$ cat src/rtl/prog_loader_pkg.sv
// prog_loader_pkg: shared types and constants for the boot-time program loader.
//   state_e    - loader FSM states (S_SUM only reachable with PROG_LOADER_CHECKSUM_EN)
//   WORD_BYTES - bytes per header, data word and checksum trailer (little-endian)
package prog_loader_pkg;

  typedef enum logic [2:0] {
    S_LEN,
    S_DATA,
    S_SUM,
    S_HOLD,
    S_DONE,
    S_ERR
  } state_e;

  localparam int unsigned WORD_BYTES = 4;

endpackage

$ cat src/rtl/byte_to_word.sv
// byte_to_word: little-endian shift-in assembler shared by header, data and trailer phases.
// Ports:
//   clk        - system clock
//   reset      - synchronous active-high reset, discards any partial word
//   byte_valid - a byte is accepted this cycle
//   byte_data  - the accepted byte
//   word       - assembled word, valid only while word_valid is high
//   word_valid - combinational pulse on the accept of the last byte of a word
module byte_to_word
  import prog_loader_pkg::*;
(
  input  logic        clk,
  input  logic        reset,
  input  logic        byte_valid,
  input  logic [7:0]  byte_data,
  output logic [31:0] word,
  output logic        word_valid
);

  logic [1:0]  idx_q;
  logic [23:0] shift_q;

  // Bytes enter at the top and move down, so after three bytes shift_q holds {b2, b1, b0}.
  always_ff @(posedge clk) begin
    if (reset) begin
      idx_q   <= 2'd0;
      shift_q <= 24'd0;
    end else if (byte_valid) begin
      idx_q   <= idx_q + 2'd1;
      shift_q <= {byte_data, shift_q[23:8]};
    end
  end

  assign word       = {byte_data, shift_q};
  assign word_valid = byte_valid && (idx_q == 2'(WORD_BYTES - 1));

endmodule

$ cat src/rtl/prog_loader.sv
// prog_loader: boot-time program loader feeding the cpu instruction memory.
// Stream format: 32-bit LE length N, then N LE instruction words (and, when the build defines
// PROG_LOADER_CHECKSUM_EN, a 32-bit LE trailer equal to the mod-2^32 sum of the words).
// The cpu is held in reset until the image is written plus RESET_HOLD cycles.
// Ports:
//   clk, reset            - clock, synchronous active-high reset
//   in_valid/in_data/in_ready - byte stream handshake
//   imem_we/imem_waddr/imem_wdata - imem write port, one pulse per word
//   cpu_reset             - active-high cpu reset
//   done                  - image loaded and cpu released (sticky)
//   error                 - load aborted (sticky)
//   word_count            - words written so far
module prog_loader
  import prog_loader_pkg::*;
#(
  parameter int unsigned ADDR_WIDTH = 11,
  parameter int unsigned RESET_HOLD = 4
) (
  input  logic                  clk,
  input  logic                  reset,
  input  logic                  in_valid,
  input  logic [7:0]            in_data,
  output logic                  in_ready,
  output logic                  imem_we,
  output logic [ADDR_WIDTH-1:0] imem_waddr,
  output logic [31:0]           imem_wdata,
  output logic                  cpu_reset,
  output logic                  done,
  output logic                  error,
  output logic [ADDR_WIDTH:0]   word_count
);

  localparam logic [31:0] CAPACITY = 32'(1) << ADDR_WIDTH;

`ifdef PROG_LOADER_CHECKSUM_EN
  localparam state_e AFTER_DATA = S_SUM;
`else
  localparam state_e AFTER_DATA = S_HOLD;
`endif

  state_e                state_q, state_d;
  logic                  in_ready_q, in_ready_d;
  logic                  we_q, we_d;
  logic [ADDR_WIDTH-1:0] waddr_q, waddr_d;
  logic [31:0]           wdata_q, wdata_d;
  logic                  cpu_reset_q, cpu_reset_d;
  logic                  done_q, done_d;
  logic                  error_q, error_d;
  logic [ADDR_WIDTH:0]   count_q, count_d;
  logic [ADDR_WIDTH:0]   len_q, len_d;
  logic [3:0]            hold_q, hold_d;
`ifdef PROG_LOADER_CHECKSUM_EN
  logic [31:0]           sum_q, sum_d;
`endif

  logic        accept;
  logic [31:0] word;
  logic        word_valid;

  assign accept = in_valid && in_ready_q;

  byte_to_word u_byte_to_word (
    .clk        (clk),
    .reset      (reset),
    .byte_valid (accept),
    .byte_data  (in_data),
    .word       (word),
    .word_valid (word_valid)
  );

  always_comb begin
    state_d = state_q;
    we_d    = 1'b0;
    waddr_d = waddr_q;
    wdata_d = wdata_q;
    count_d = count_q;
    len_d   = len_q;
    hold_d  = hold_q;
`ifdef PROG_LOADER_CHECKSUM_EN
    sum_d   = sum_q;
`endif

    unique case (state_q)
      S_LEN: begin
        if (word_valid) begin
          if (word == 32'd0) begin
            state_d = AFTER_DATA;
          end else if (word > CAPACITY) begin
            state_d = S_ERR;
          end else begin
            state_d = S_DATA;
            len_d   = word[ADDR_WIDTH:0];
          end
        end
      end
      S_DATA: begin
        if (word_valid) begin
          we_d    = 1'b1;
          wdata_d = word;
          waddr_d = count_q[ADDR_WIDTH-1:0];
          count_d = count_q + 1'b1;
`ifdef PROG_LOADER_CHECKSUM_EN
          sum_d   = sum_q + word;
`endif
          if (count_d == len_q) state_d = AFTER_DATA;
        end
      end
      S_SUM: begin
`ifdef PROG_LOADER_CHECKSUM_EN
        if (word_valid) state_d = (word == sum_q) ? S_HOLD : S_ERR;
`else
        state_d = S_ERR;
`endif
      end
      S_HOLD: begin
        // Counting to RESET_HOLD inclusive puts the release RESET_HOLD+1 edges after entry.
        if (hold_q == 4'(RESET_HOLD)) state_d = S_DONE;
        else                          hold_d  = hold_q + 4'd1;
      end
      S_DONE: state_d = S_DONE;
      S_ERR:  state_d = S_ERR;
      default: state_d = S_ERR;
    endcase

    // Outputs are registered from the next state so they change with the state itself.
    in_ready_d  = (state_d == S_LEN) || (state_d == S_DATA) || (state_d == S_SUM);
    cpu_reset_d = (state_d != S_DONE);
    done_d      = (state_d == S_DONE);
    error_d     = (state_d == S_ERR);
  end

  always_ff @(posedge clk) begin
    if (reset) begin
      state_q     <= S_LEN;
      in_ready_q  <= 1'b0;
      we_q        <= 1'b0;
      waddr_q     <= '0;
      wdata_q     <= 32'd0;
      cpu_reset_q <= 1'b1;
      done_q      <= 1'b0;
      error_q     <= 1'b0;
      count_q     <= '0;
      len_q       <= '0;
      hold_q      <= 4'd0;
`ifdef PROG_LOADER_CHECKSUM_EN
      sum_q       <= 32'd0;
`endif
    end else begin
      state_q     <= state_d;
      in_ready_q  <= in_ready_d;
      we_q        <= we_d;
      waddr_q     <= waddr_d;
      wdata_q     <= wdata_d;
      cpu_reset_q <= cpu_reset_d;
      done_q      <= done_d;
      error_q     <= error_d;
      count_q     <= count_d;
      len_q       <= len_d;
      hold_q      <= hold_d;
`ifdef PROG_LOADER_CHECKSUM_EN
      sum_q       <= sum_d;
`endif
    end
  end

  assign in_ready   = in_ready_q;
  assign imem_we    = we_q;
  assign imem_waddr = waddr_q;
  assign imem_wdata = wdata_q;
  assign cpu_reset  = cpu_reset_q;
  assign done       = done_q;
  assign error      = error_q;
  assign word_count = count_q;

endmodule

$ cat config.mk
export PLATFORM = sky130hd
export DESIGN_NAME = prog_loader
export DESIGN_NICKNAME = d
export VERILOG_FILES = /design/src/rtl/prog_loader_pkg.sv /design/src/rtl/byte_to_word.sv /design/src/rtl/prog_loader.sv
export SDC_FILE = /design/constraint.sdc
export NUM_CORES = 1
export LEC_CHECK = 0
export CAP_MARGIN = 25
export CORE_ASPECT_RATIO = 1.2
export CORE_MARGIN = 1
export CORE_UTILIZATION = 54
export DETAILED_ROUTE_END_ITERATION = 7
export GPL_ROUTABILITY_DRIVEN = 0
export PLACE_DENSITY = 0.87
export SETUP_SLACK_MARGIN = 0.1
export SLEW_MARGIN = 20
export SYNTH_ARGS = -nofsm -noshare
export SYNTH_HDL_FRONTEND = slang
export SYNTH_SLANG_ARGS = --single-unit
$ cat constraint.sdc
create_clock -name clk -period 4.5 [get_ports clk]
set_input_delay 0.9 -clock clk [delete_from_list [all_inputs] [get_ports clk]]
set_output_delay 0.9 -clock clk [all_outputs]
set_load 0.03 [all_outputs]
### Word-level counts from Yosys, hierarchy flattened

Index checks and enable logic that the tools add are counted.

| word-level totals | value |
|---|---|
| bits in registers | 105 |
| output and inout port bits | 60 |

| operators by class | value |
|---|---|
| magnitude comparators | 1 |
| muxes and demuxes | 8 |
| bitwise logic cells | 4 |
| eq/ne operators | 11 |
| $add $sub $neg | 3 |
| reductions and logical operators | 11 |

Operator list:

| operator | number |
|---|---|
| $gt A32 B12 Y1 const B | 1 |
| $logic_not A32 Y1 | 1 |
| $mux W3 | 6 |
| $add A12 B1 Y12 const B | 1 |
| $eq A12 B12 Y1 | 1 |
| $pmux W3 S4 | 1 |
| $eq A3 B3 Y1 const B | 3 |
| $eq A3 B1 Y1 const B | 2 |
| $eq A3 B2 Y1 const B | 2 |
| $logic_not A3 Y1 | 2 |
| $add A4 B1 Y4 const B | 1 |
| $eq A4 B3 Y1 const B | 1 |
| $not A1 Y1 | 4 |
| $reduce_and A2 Y1 | 2 |
| $reduce_and A4 Y1 | 1 |
| $ne A3 B3 Y1 const B | 1 |
| $add A2 B1 Y2 const B | 1 |
| $eq A2 B2 Y1 const B | 1 |
| $logic_and A1 B1 Y1 | 2 |
| $logic_or A1 B1 Y1 | 2 |
| $reduce_or A2 Y1 | 1 |
| $mux W1 | 1 |

### Depth between registers and ports, before layout

| logic depth | value |
|---|---|
| word-level depth | 8 |
| depth in mapped cells | 9 |

### By module

A second synthesis with hierarchy kept.

| second synthesis, totals | value |
|---|---|
| cells, all modules | 501 |
| area total of the unflattened synthesis | 4431.8 µm² |

By module, submodules not included:

| module | area each (µm²) | instances | cells an instance |
|---|---|---|---|
| prog_loader | 3408.3 | 1 | 407 |
| byte_to_word | 1023.5 | 1 | 94 |

### Worst setup path after synthesis

Ideal clock, no wire load.

| timing path | value |
|---|---|
| path type | in2reg |
| start point | input port in_valid |
| end point | register len_q[10] |
| buffers on the path | 2 |
| library setup time | 0.128 ns |
| stages on the path | 8 |
| setup slack | 2.086 ns |
| data arrival time | 2.286 ns |
| cells stage by stage | nand3_1 or4_1 nor3_2 and3_1 buf_4 buf_8 mux2i_1 nor2_1 |

| between the ends | value |
|---|---|
| longest elaborated chain between the ends | 3 |

Ends and longest elaborated chain:

| item | line | text |
|---|---|---|
| start: declaration | prog_loader.sv:21 | `input logic in_valid,` |
| $logic_and A1 B1 Y1 | prog_loader.sv:60 | `assign accept = in_valid && in_ready_q;` |
| $logic_and A1 B1 Y1 | byte_to_word.sv:35 | `assign word_valid = byte_valid && (idx_q == 2'(WORD_BYTES - 1));` |
| $reduce_and A4 Y1 (no source line) | -- |  |
| end signal: assignment | prog_loader.sv:158 | `len_q <= len_d;` |
| end: declaration | prog_loader.sv:50 | `logic [ADDR_WIDTH:0] len_q, len_d;` |

No other way between the ends.
A chain may end at the register's enable or synchronous reset.

### Final worst setup path

| timing path | value |
|---|---|
| start point | input port in_valid |
| end point | register len_q[9] |

Same word-level chain as after synthesis.

==> impl_metrics.json <==
{
  "rsz0062_at_grt": "false",
  "syn2layout_area_growth_pct": 20.37,
  "setup_viol": 0,
  "tritoncts": "yes",
  "nFillCells": 582,
  "rows": 34,
  "overflow": 0,
  "slowest_stage": "and3_1",
  "synth_ff_type": "dfxtp_1",
  "clk_path_buf_depth": 2,
  "power.density_nw_per_um2": 305.5,
  "grt_pass1_vias": 3539,
  "grt_usage_pct": 25.69,
  "first_pass_iters": 5,
  "worst_pin_slew_ns": 0.9279,
  "switching_share_pct": 24.32,
  "synth_edf_count": 0,
  "status": "completed",
  "slew_headroom_pct": 38.14,
  "routed_wl_mm": 9.610,
  "slowest_delay_ns": 0.63,
  "num_antenna_cells": 0,
  "syn-cell-area_sq_um": 4219,
  "pwr-share-seq_pct": 60.7,
  "synthesis.nets": 531,
  "top_usage_layer": "met2",
  "hold_slack_ns": 0.4606,
  "synthArstFlopShare_pct": 0,
  "insertion_delay_ns": 0.39,
  "die_w_um": 82.69,
  "drc": 0,
  "synth-seq-cells": 105,
  "setup_tns_ns": 0,
  "fin_crit_sh_pct": 67.28,
  "drv_slew": 0,
  "met2_usage_pct": 43.19,
  "yosysSeqAreaShare_pct": 49.82,
  "synthTopCellsByArea": "dfxtp_1 (50%), nand2_1 (14%), a21oi_1 (8.4%), xnor2_1 (4.4%), nor2_1 (3.2%)",
  "critPathLaunchType": "input port",
  "synthTopCellsByCount": "nand2_1 (154), dfxtp_1 (105), a21oi_1 (71), nor2_1 (36), clkbuf_1 (26)",
  "path_class": "in2reg",
  "end_kind": "register",
  "hpwl_mm": 6.554,
  "root_buffer": "clkbuf_8",
  "path_max_fanout": 12,
  "via_per_inst": 5.623,
  "synth_most_common_cell": "nand2_1",
  "vias": 3700,
  "vdd_drop_max_uv": 240.0,
  "skew_ns": 0.01257,
  "critical_path_arrival_ns": 3.26,
  "synth_warnings": 0,
  "holdCritPathClass": "reg2reg",
  "crit_family": "simple AND/OR/NAND/NOR gates",
  "max_cap_viol_count": 0,
  "start_util_pct": 57.00,
  "critPathBufInv": 1,
  "pin_count": 71,
  "grt_max_degree": 56,
  "grt_pass1_wl_mm": 16.11,
  "die_h_um": 98.83,
  "worstPathCellList": "clkdlybuf4s50_1 > nand3_1 > or4_1 > nor3_2 > and3_1 > mux2i_1 > nor2_1",
  "post_cts_buffers": 0,
  "clock_sinks": 105,
  "yosysTopAreaCell": "dfxtp_1",
  "drtIter0Drc": 183,
  "path_clk_slew_ns": 0.09,
  "p_switching_mw": 0.3773,
  "leakagePower_nw": 1.656,
  "layout.nets": 578,
  "io_buffers": 70,
  "p_comb_share_pct": 3.2,
  "cts_max_level": 3,
  "yosys.area.top_type_share_pct": 49.82,
  "ant_nets": 0,
  "required_ns": 4.73,
  "synth.avg_cell_area_sq_um": 8.176,
  "syn_inst": 516,
  "drive_gt1_share_pct": 4.225,
  "core_sq_um": 7402,
  "wl_per_cell_um": 14.60,
  "internal_power_mw": 1.174,
  "antenna_found_initial": 0,
  "gr-usage-met1_pct": 29.93,
  "die_area_sq_um": 8172,
  "cts.hold.buffers_added": 0,
  "power.share.clock_pct": 36.1,
  "ys_types": 41,
  "cts_resized": 0,
  "hold_viol": 0,
  "fin_crit_ns": 3.028,
  "numCtsBuffers": 9,
  "grt_use_met3_pct": 6.759,
  "max_freq_mhz": 330.3
}
-- per-stage QoR --
step	area (sq um)	util, %	setup WS, ns	total power [mW]	instances
2_1_floorplan	4219	-	2.086	0.9931	516
3_3_place_gp	4893	66.11	1.241	1.011	642
3_5_place_dp	4893	66.11	1.106	1.012	642
4_1_cts	5079	68.61	1.494	1.556	658
5_1_grt	5079	68.61	1.377	1.600	658
6_report	5079	68.61	1.472	1.551	658
-- power by group through the flow --
| stage | clock network (mW) | registers [mW] | logic [mW] |
|---|---|---|---|
| floorplan | 0 | 0.962 | 0.0308 |
| global placement | 0 | 0.964 | 0.0478 |
| detailed placement | 0 | 0.964 | 0.0485 |
| CTS | 0.565 | 0.942 | 0.0490 |
| global route | 0.602 | 0.943 | 0.0545 |
| finish | 0.560 | 0.942 | 0.0492 |
-- sequential cells by signal, summed over array words and instances, names as in the netlist --
signal and cells:
imem_wdata 32, u_byte_to_word.shift_q 24, len_q 12, word_count 12, imem_waddr 11, hold_q 4, state_q 3, u_byte_to_word.idx_q 2
cpu_reset 1, done 1, error 1, imem_we 1, in_ready 1
-- metal layers --
metal | routed length, um | vias to the layer above
li1 | - | 1797
met4 | 229 | 0
met3 | 526 | 21
met1 | 3968 | 1757
met5 | 0 | -
met2 | 4885 | 125
-- worst min-delay path: stages (launching register included) --
cell and delay, ns:
dfxtp_1 0.32, nand2_1 0.05, a21oi_1 0.05
-- layout by cell type (no fill, tap or decap), drive strengths merged, types with 2 or more instances in the layout --
| cell type | netlist | final |
|---|---|---|
| nand2 | 154 | 154 |
| dfxtp | 105 | 105 |
| a21oi | 71 | 71 |
| clkdlybuf4s50 | 0 | 69 |
| nor2 | 36 | 36 |
| xnor2 | 21 | 21 |
| mux2i | 13 | 13 |
| clkbuf | 26 | 10 |
| nor4 | 9 | 9 |
| xor2 | 8 | 8 |
| nor3 | 8 | 8 |
| inv | 5 | 8 |
| nand3 | 6 | 6 |
| nand4 | 6 | 6 |
| buf | 12 | 5 |
| o211ai | 4 | 4 |
| ha | 4 | 4 |
| and3 | 3 | 3 |
| nand3b | 3 | 3 |
| o31a | 2 | 2 |
| nand4b | 2 | 2 |
| and2 | 2 | 2 |
| clkinv | 0 | 2 |
-- worst paths after layout --
| path | startpoint | end | slack, ns | cells past startpoint |
|---|---|---|---|---|
| worst max register to register | u_byte_to_word.idx_q[0]$_SDFFE_PP0P_ | len_q[9]$_SDFFE_PP0P_ | 1.97 | 7 |
| worst min-delay path | imem_waddr[7]$_SDFFE_PP0P_ | imem_waddr[7]$_SDFFE_PP0P_ | 0.46 | 2 |
| worst min register to register | imem_waddr[7]$_SDFFE_PP0P_ | imem_waddr[7]$_SDFFE_PP0P_ | 0.46 | 2 |
| worst max-delay path | in_valid | len_q[9]$_SDFFE_PP0P_ | 1.47 | 7 |
-- area by class of cell --
class,instances,area [sq um],area share (%)
Sequential cell,105,2102,41.39
Timing Repair Buffer,74,725.7,14.29
Inverter,5,18.77,0.3695
Tap cell,90,112.6,2.217
Clock inverter,6,47.55,0.9362
Clock buffer,10,137.6,2.710
Multi-Input combinational cell,368,1934,38.09
-- kinds of logic (layout without fill, tap and decap cells) --
kind of cell,after synthesis,after routing,share of synthesized area (%)
and+or+nand+nor,236,236,24.23
DFF,105,105,49.82
AOI/OAI and AO/OA,86,86,11.18
buffers and inverters,43,95,4.478
xor gates and xnor gates,29,29,6.020
muxes,13,13,3.084
adders and majority gates,4,4,1.186
(Power assumes the default switching activity.)
==> variant 1, RTL diff (config.mk and constraints unchanged) <==
`waddr_q`, `wdata_q` and `hold_q` no longer have a reset.
--- a/src/rtl/prog_loader.sv
+++ b/src/rtl/prog_loader.sv
@@ -135,6 +135,4 @@
       in_ready_q  <= 1'b0;
       we_q        <= 1'b0;
-      waddr_q     <= '0;
-      wdata_q     <= 32'd0;
       cpu_reset_q <= 1'b1;
       done_q      <= 1'b0;
@@ -142,5 +140,4 @@
       count_q     <= '0;
       len_q       <= '0;
-      hold_q      <= 4'd0;
 `ifdef PROG_LOADER_CHECKSUM_EN
       sum_q       <= 32'd0;
@@ -150,6 +147,4 @@
       in_ready_q  <= in_ready_d;
       we_q        <= we_d;
-      waddr_q     <= waddr_d;
-      wdata_q     <= wdata_d;
       cpu_reset_q <= cpu_reset_d;
       done_q      <= done_d;
@@ -157,9 +152,14 @@
       count_q     <= count_d;
       len_q       <= len_d;
-      hold_q      <= hold_d;
 `ifdef PROG_LOADER_CHECKSUM_EN
       sum_q       <= sum_d;
 `endif
     end
+  end
+
+  always_ff @(posedge clk) begin
+    waddr_q <= waddr_d;
+    wdata_q <= wdata_d;
+    hold_q  <= hold_d;
   end
 
Check against the original RTL: differs if reset is asserted again (counterexample within 10 cycles, from zero or initial values and one cycle with reset high); with reset held inactive, the same outputs for 10 cycles.
==> variant 1 against the unedited design <==
Total power increased by 3.7%. Setup slack got worse by 0.076 ns. Design area decreased by 0.74%. Routed wire length decreased by 13%. Synthesized area decreased by 2.0%. Global-route usage decreased by 3.2 points. Clock power about the same. Critical path type unchanged. Sequential cell count unchanged.
==> variant 1: results (changes against the unedited design) <==
- The worst-skew pair later-pin latency was 0.37 ns (-0.02 ns).
- The pre-CTS setup slack is 1.035 ns (-0.07055 ns).
- The share of final-layout standard cells stronger than drive strength 1 is 5.605% (+1.4 points).
- The relative area of non-clock buffer cells in the final design is 14.10% (-0.19 points).
- The leakage power figure is 1.712 nW (+3.4%).
- The number of buffers created by CTS is 9 (unchanged).
- The largest fanout on the critical path is 48 (+36).
- The count of placed standard cells including taps is 520 (-19%).
- Grouping stages by cell kind, the critical path spends the most delay in buffers and inverters.
- The initial detailed-routing violation count is 243 (+33%).
- The final cell count without fillers is 536 (-19%).
- The fraction of area in multi-input gates is 28.15% (-9.9 points).
- The count of flip-flops with a built-in enable after synthesis was 47 (+47).
- The largest net degree at the start of global routing came to 58 (+3.6%).
- The combined global-route utilization of all metal layers came to 22.49% (-3.2 points).
- The sum of net half-perimeters after detailed placement came to 5.588 mm (-15%).
- The number of distinct library cells after synthesis came to 53 (+29%).
- The net count after synthesis came to 393 (-26%).
- The switching component of the power is 0.0003791 W (+0.47%).
- The setup clock skew after layout is 0.01326 ns (+0.0006865 ns).
- The count of flip-flops and latches was 105 (unchanged).
- The count of mapped cells out of synthesis was 378 (-27%).
- The standard cell with the maximum stage delay on the critical path is sky130_fd_sc_hd__buf_4.
- The highest ir drop seen on vdd is 0.0002095 V (-13%).
- The total wirelength of the detailed-routed design came to 8.396 mm (-13%).
- The post-CTS clock slew at the launch and capture registers of the worst setup and hold paths is 0.11 ns (+0.02 ns).
- The portion of total power attributed to sequential cells was 62.4% (+1.7 points).
- The tightest slew margin relative to the limit is 32.35% (-5.8 points).
- The via count of the first global-routing pass is 2779 (-21%).
- The data arrival time of the critical path came to 3.33 ns (+0.07 ns).
- The relative area of clock buffers and inverters in the final design was 3.822% (+0.18 points).
- The final net count is 456 (-21%).
- The run finished with clean final reports.
- The post-synthesis sequential area ratio is 62.21% (+12 points).
- The proportion of cell area occupied by registers is 51.03% (+9.6 points).
- The multi-input combinational cell count is 244 (-34%).
- The critical path's largest stage delay is 0.52 ns (-0.11 ns).
- By count the netlist is led by sky130_fd_sc_hd__nand2_1 (60), sky130_fd_sc_hd__dfxtp_1 (58), sky130_fd_sc_hd__edfxtp_1 (47).
- The register area is 2572 sq um (+22%).
-- variant 1: cell count changes after synthesis, sizes merged, moves of 3 or more --
cell	change
nand4	-3
xnor2	-4
nand2	-94
edfxtp	+47
inv	+3
a21oi	-38
o21ai	+4
nand3	+6
dfxtp	-47
clkbuf	-17
nor3	+4
-- variant 1: final timing paths --
| check | end | startpoint | slack, ns | depth (start not counted) |
|---|---|---|---|---|
| setup / recovery | word_count[9] | in_valid | 1.40 | 10 |
| setup reg to reg | len_q[3] | u_byte_to_word.idx_q[0] | 1.95 | 7 |
| hold / removal | u_byte_to_word.shift_q[15] | u_byte_to_word.shift_q[23] | 0.50 | 2 |
| hold reg to reg | u_byte_to_word.shift_q[15] | u_byte_to_word.shift_q[23] | 0.50 | 2 |
-- variant 1: power groups by stage --
stage | Sequential, W | Clock (W) | Combinational, W
2_1_floorplan | 0.00102 | 0 | 0.0000285
3_3_place_gp | 0.00103 | 0 | 0.0000451
3_5_place_dp | 0.00103 | 0 | 0.0000466
4_1_cts | 0.00100 | 0.000563 | 0.0000470
5_1_grt | 0.00101 | 0.000602 | 0.0000525
6_report | 0.00100 | 0.000558 | 0.0000470
-- variant 1: metal layers --
layer,global-route usage (%),share of wire [%],up-vias
li1,-,-,1454
met4,8.232,1.8,0
met5,0,0,-
met3,5.327,6.3,13
met2,35.66,52,137
met1,29.68,40,1455
-- variant 1: kinds of logic (layout without fill, tap and decap cells) --
logic type      after synthesis  count (layout)  synth area share (%)
buf+inv                      29              97                 3.479
compound gates               58              58                 8.503
flops                       105             105                 62.21
fa+ha+maj                     4               4                 1.210
simple gates                146             146                 16.64
mux                          11              11                 2.663
xor+xnor                     25              25                 5.295
==> variant 2, RTL diff (same flow settings) <==
Made on the original files. `ADDR_WIDTH`: 11 -> 12.
--- a/src/rtl/prog_loader.sv
+++ b/src/rtl/prog_loader.sv
@@ -14,5 +14,5 @@
   import prog_loader_pkg::*;
 #(
-  parameter int unsigned ADDR_WIDTH = 11,
+  parameter int unsigned ADDR_WIDTH = 12,
   parameter int unsigned RESET_HOLD = 4
 ) (
Interface: changed (resized imem_waddr and word_count); port bits go from 71 to 73. No check against the original RTL was run, so the function may have changed too.
==> variant 2 against the unedited design <==
The flow now finishes with violations (DRC). Synthesized area rose by 5.5%. First-iteration DRC count rose by 20%. Design area increased by 4.6%. Non-clock buffer count unchanged. Total power rose by 1.9%. Sequential share of layout area down 0.68 points. Routed wire length down 0.22%. Combinational power grew 13%. Synthesized cell count grew 8.1%. Sequential cell count is 3 higher. Worst hold slack got worse by 0.0021 ns. Setup slack improved by 0.14 ns. Critical path type unchanged. Critical endpoint is now in_ready.
==> variant 2: results (changes against the unedited design) <==
- The run finished, with violations left.
- The checks that failed: DRC.
- The worst min-delay path category is register to register.
- The count of placed standard cells including taps is 682 (+6.2%).
- The fraction of synthesized cell area in xor and xnor cells is 6.071% (+0.051 points).
- The data arrival time of the critical path is 3.12 ns (-0.14 ns).
- The share of final-layout standard cells stronger than drive strength 1 is 4.290% (+0.065 points).
- The adder and majority cell fraction of the synthesized area is 1.124% (-0.062 points).
- The switching component of the power is 0.0003667 W (-2.8%).
- The placed cell area came to 5124 sq um (+4.7%).
- The number of buffers created by CTS is 9 (unchanged).
- The initial detailed-routing violation count was 220 (+20%).
- The via count of the first global-routing pass is 3455 (-2.4%).
- The met3 usage came to 3.830% (-2.9 points).
- The number of distinct library cells after synthesis was 49 (+20%).
- The number of antenna cells inserted is 0 (unchanged).
- The pre-CTS setup slack was 1.248 ns (+0.1426 ns).
- The worst hold path startpoint is imem_waddr[5].
- The setup clock skew after layout is 0.01268 ns (+0.0001096 ns).
- The leakage power figure was 1.712 nW (+3.4%).
- The detailed-router iteration count before antenna repair is 6 (+1).
- The post-synthesis sequential area ratio is 48.57% (-1.3 points).
- The mean routed wirelength per cell came to 13.74 um (-5.9%).
- The global-route wire length before repair is 15.85 mm (-1.6%).
- The largest net degree at the start of global routing is 107 (+91%).
- The highest ir drop seen on vdd came to 0.0002250 V (-6.3%).
- The number of remaining DRC errors came to 5 (+5).
- The post-CTS clock slew at the launch and capture registers of the worst setup and hold paths was 0.09 ns (about the same).
- The final cell count without fillers is 698 (+6.1%).
- The worst-skew pair later-pin latency is 0.37 ns (-0.02 ns).
- The number of gates resized after cts is 0 (unchanged).
- The via density per instance is 5.589 (-0.61%).
- The worst setup path startpoint is in_valid.
- The predominant post-synthesis flop cell is sky130_fd_sc_hd__dfxtp_1.
- The count of mapped cells out of synthesis is 558 (+8.1%).
- The largest fanout on the critical path is 29 (+17).
- The number of buffers added for setup after CTS was 0 (unchanged).
- The net count after synthesis was 573 (+7.9%).
- In the post-synthesis netlist, the biggest area contributors are sky130_fd_sc_hd__dfxtp_1 (49%), sky130_fd_sc_hd__nand2_1 (14%), sky130_fd_sc_hd__a21oi_1 (10%).
- The met2 track demand over resource in global routing is 38.90% (-4.3 points).
- The critical register-to-register path startpoint is word_count[0].
- The combined global-route utilization of all metal layers is 22.86% (-2.8 points).
- Sorting the synthesized cells by how often they occur yields sky130_fd_sc_hd__nand2_1 (169), sky130_fd_sc_hd__dfxtp_1 (108), sky130_fd_sc_hd__a21oi_1 (90).
- The fraction of the mapped netlist area in compound gates was 14.19% (+3.0 points).
- The proportion of synthesized area in mux cells is 0.2248% (-2.9 points).
- The maximum level of the CTS H-tree is 3 (unchanged).
- The post-synthesis async set-or-reset flop share was 0% (unchanged).
- The final net count is 616 (+6.6%).
- The slew at the pin with the worst max-slew slack came to 1.003 ns (+0.07464 ns).
- The sum of net half-perimeters after detailed placement is 6.483 mm (-1.1%).
- The number of buffers on the longest clock path is 2 (unchanged).
- The met1 routing resource usage after global routing is 28.20% (-1.7 points).
- The count of input and output buffers was 72 (+2.9%).
- The number of inserted filler cells in the final layout is 621 (+6.7%).
[variant 2: layer usage]
layer	share of wire (%)	up-vias
met3	4.3	26
met1	43	1817
met5	0	-
met2	49	115
li1	-	1943
met4	3.0	0
[variant 2: final cells by class]
| cell class | count | area, sq um | area share, % |
|---|---|---|---|
| Clock buffer | 12 | 155.1 | 2.921 |
| Clock inverter | 4 | 32.53 | 0.6125 |
| Inverter | 3 | 11.26 | 0.2120 |
| Multi-Input combinational cell | 405 | 2102 | 39.58 |
| Sequential cell | 108 | 2162 | 40.71 |
| Tap cell | 92 | 115.1 | 2.167 |
| Timing Repair Buffer | 74 | 733.2 | 13.80 |
[variant 2: power by group through the flow]
stage / Combinational, W / Sequential (W) / Clock (W)
2_1_floorplan: 0.0000374 / 0.000990 / 0
3_3_place_gp: 0.0000538 / 0.000992 / 0
3_5_place_dp: 0.0000557 / 0.000992 / 0
4_1_cts: 0.0000557 / 0.000970 / 0.000561
5_1_grt: 0.0000607 / 0.000971 / 0.000600
6_report: 0.0000556 / 0.000970 / 0.000556
[variant 2: worst max-delay path, cell delays in order]
cell	delay, ns
sky130_fd_sc_hd__clkdlybuf4s50_1	0.54
sky130_fd_sc_hd__nand4b_4	0.16
sky130_fd_sc_hd__or3b_2	0.77
sky130_fd_sc_hd__nor2_1	0.18
sky130_fd_sc_hd__o2111ai_1	0.12
sky130_fd_sc_hd__nor4_1	0.34
sky130_fd_sc_hd__a21oi_1	0.11
[variant 2: final timing paths]
kind	endpoint	cells after the start	slack [ns]
worst max-delay path	in_ready	7	1.61
worst max register to register	state_q[1]	7	2.06
worst min register to register	imem_waddr[5]	2	0.46
worst min-delay path	imem_waddr[5]	2	0.46
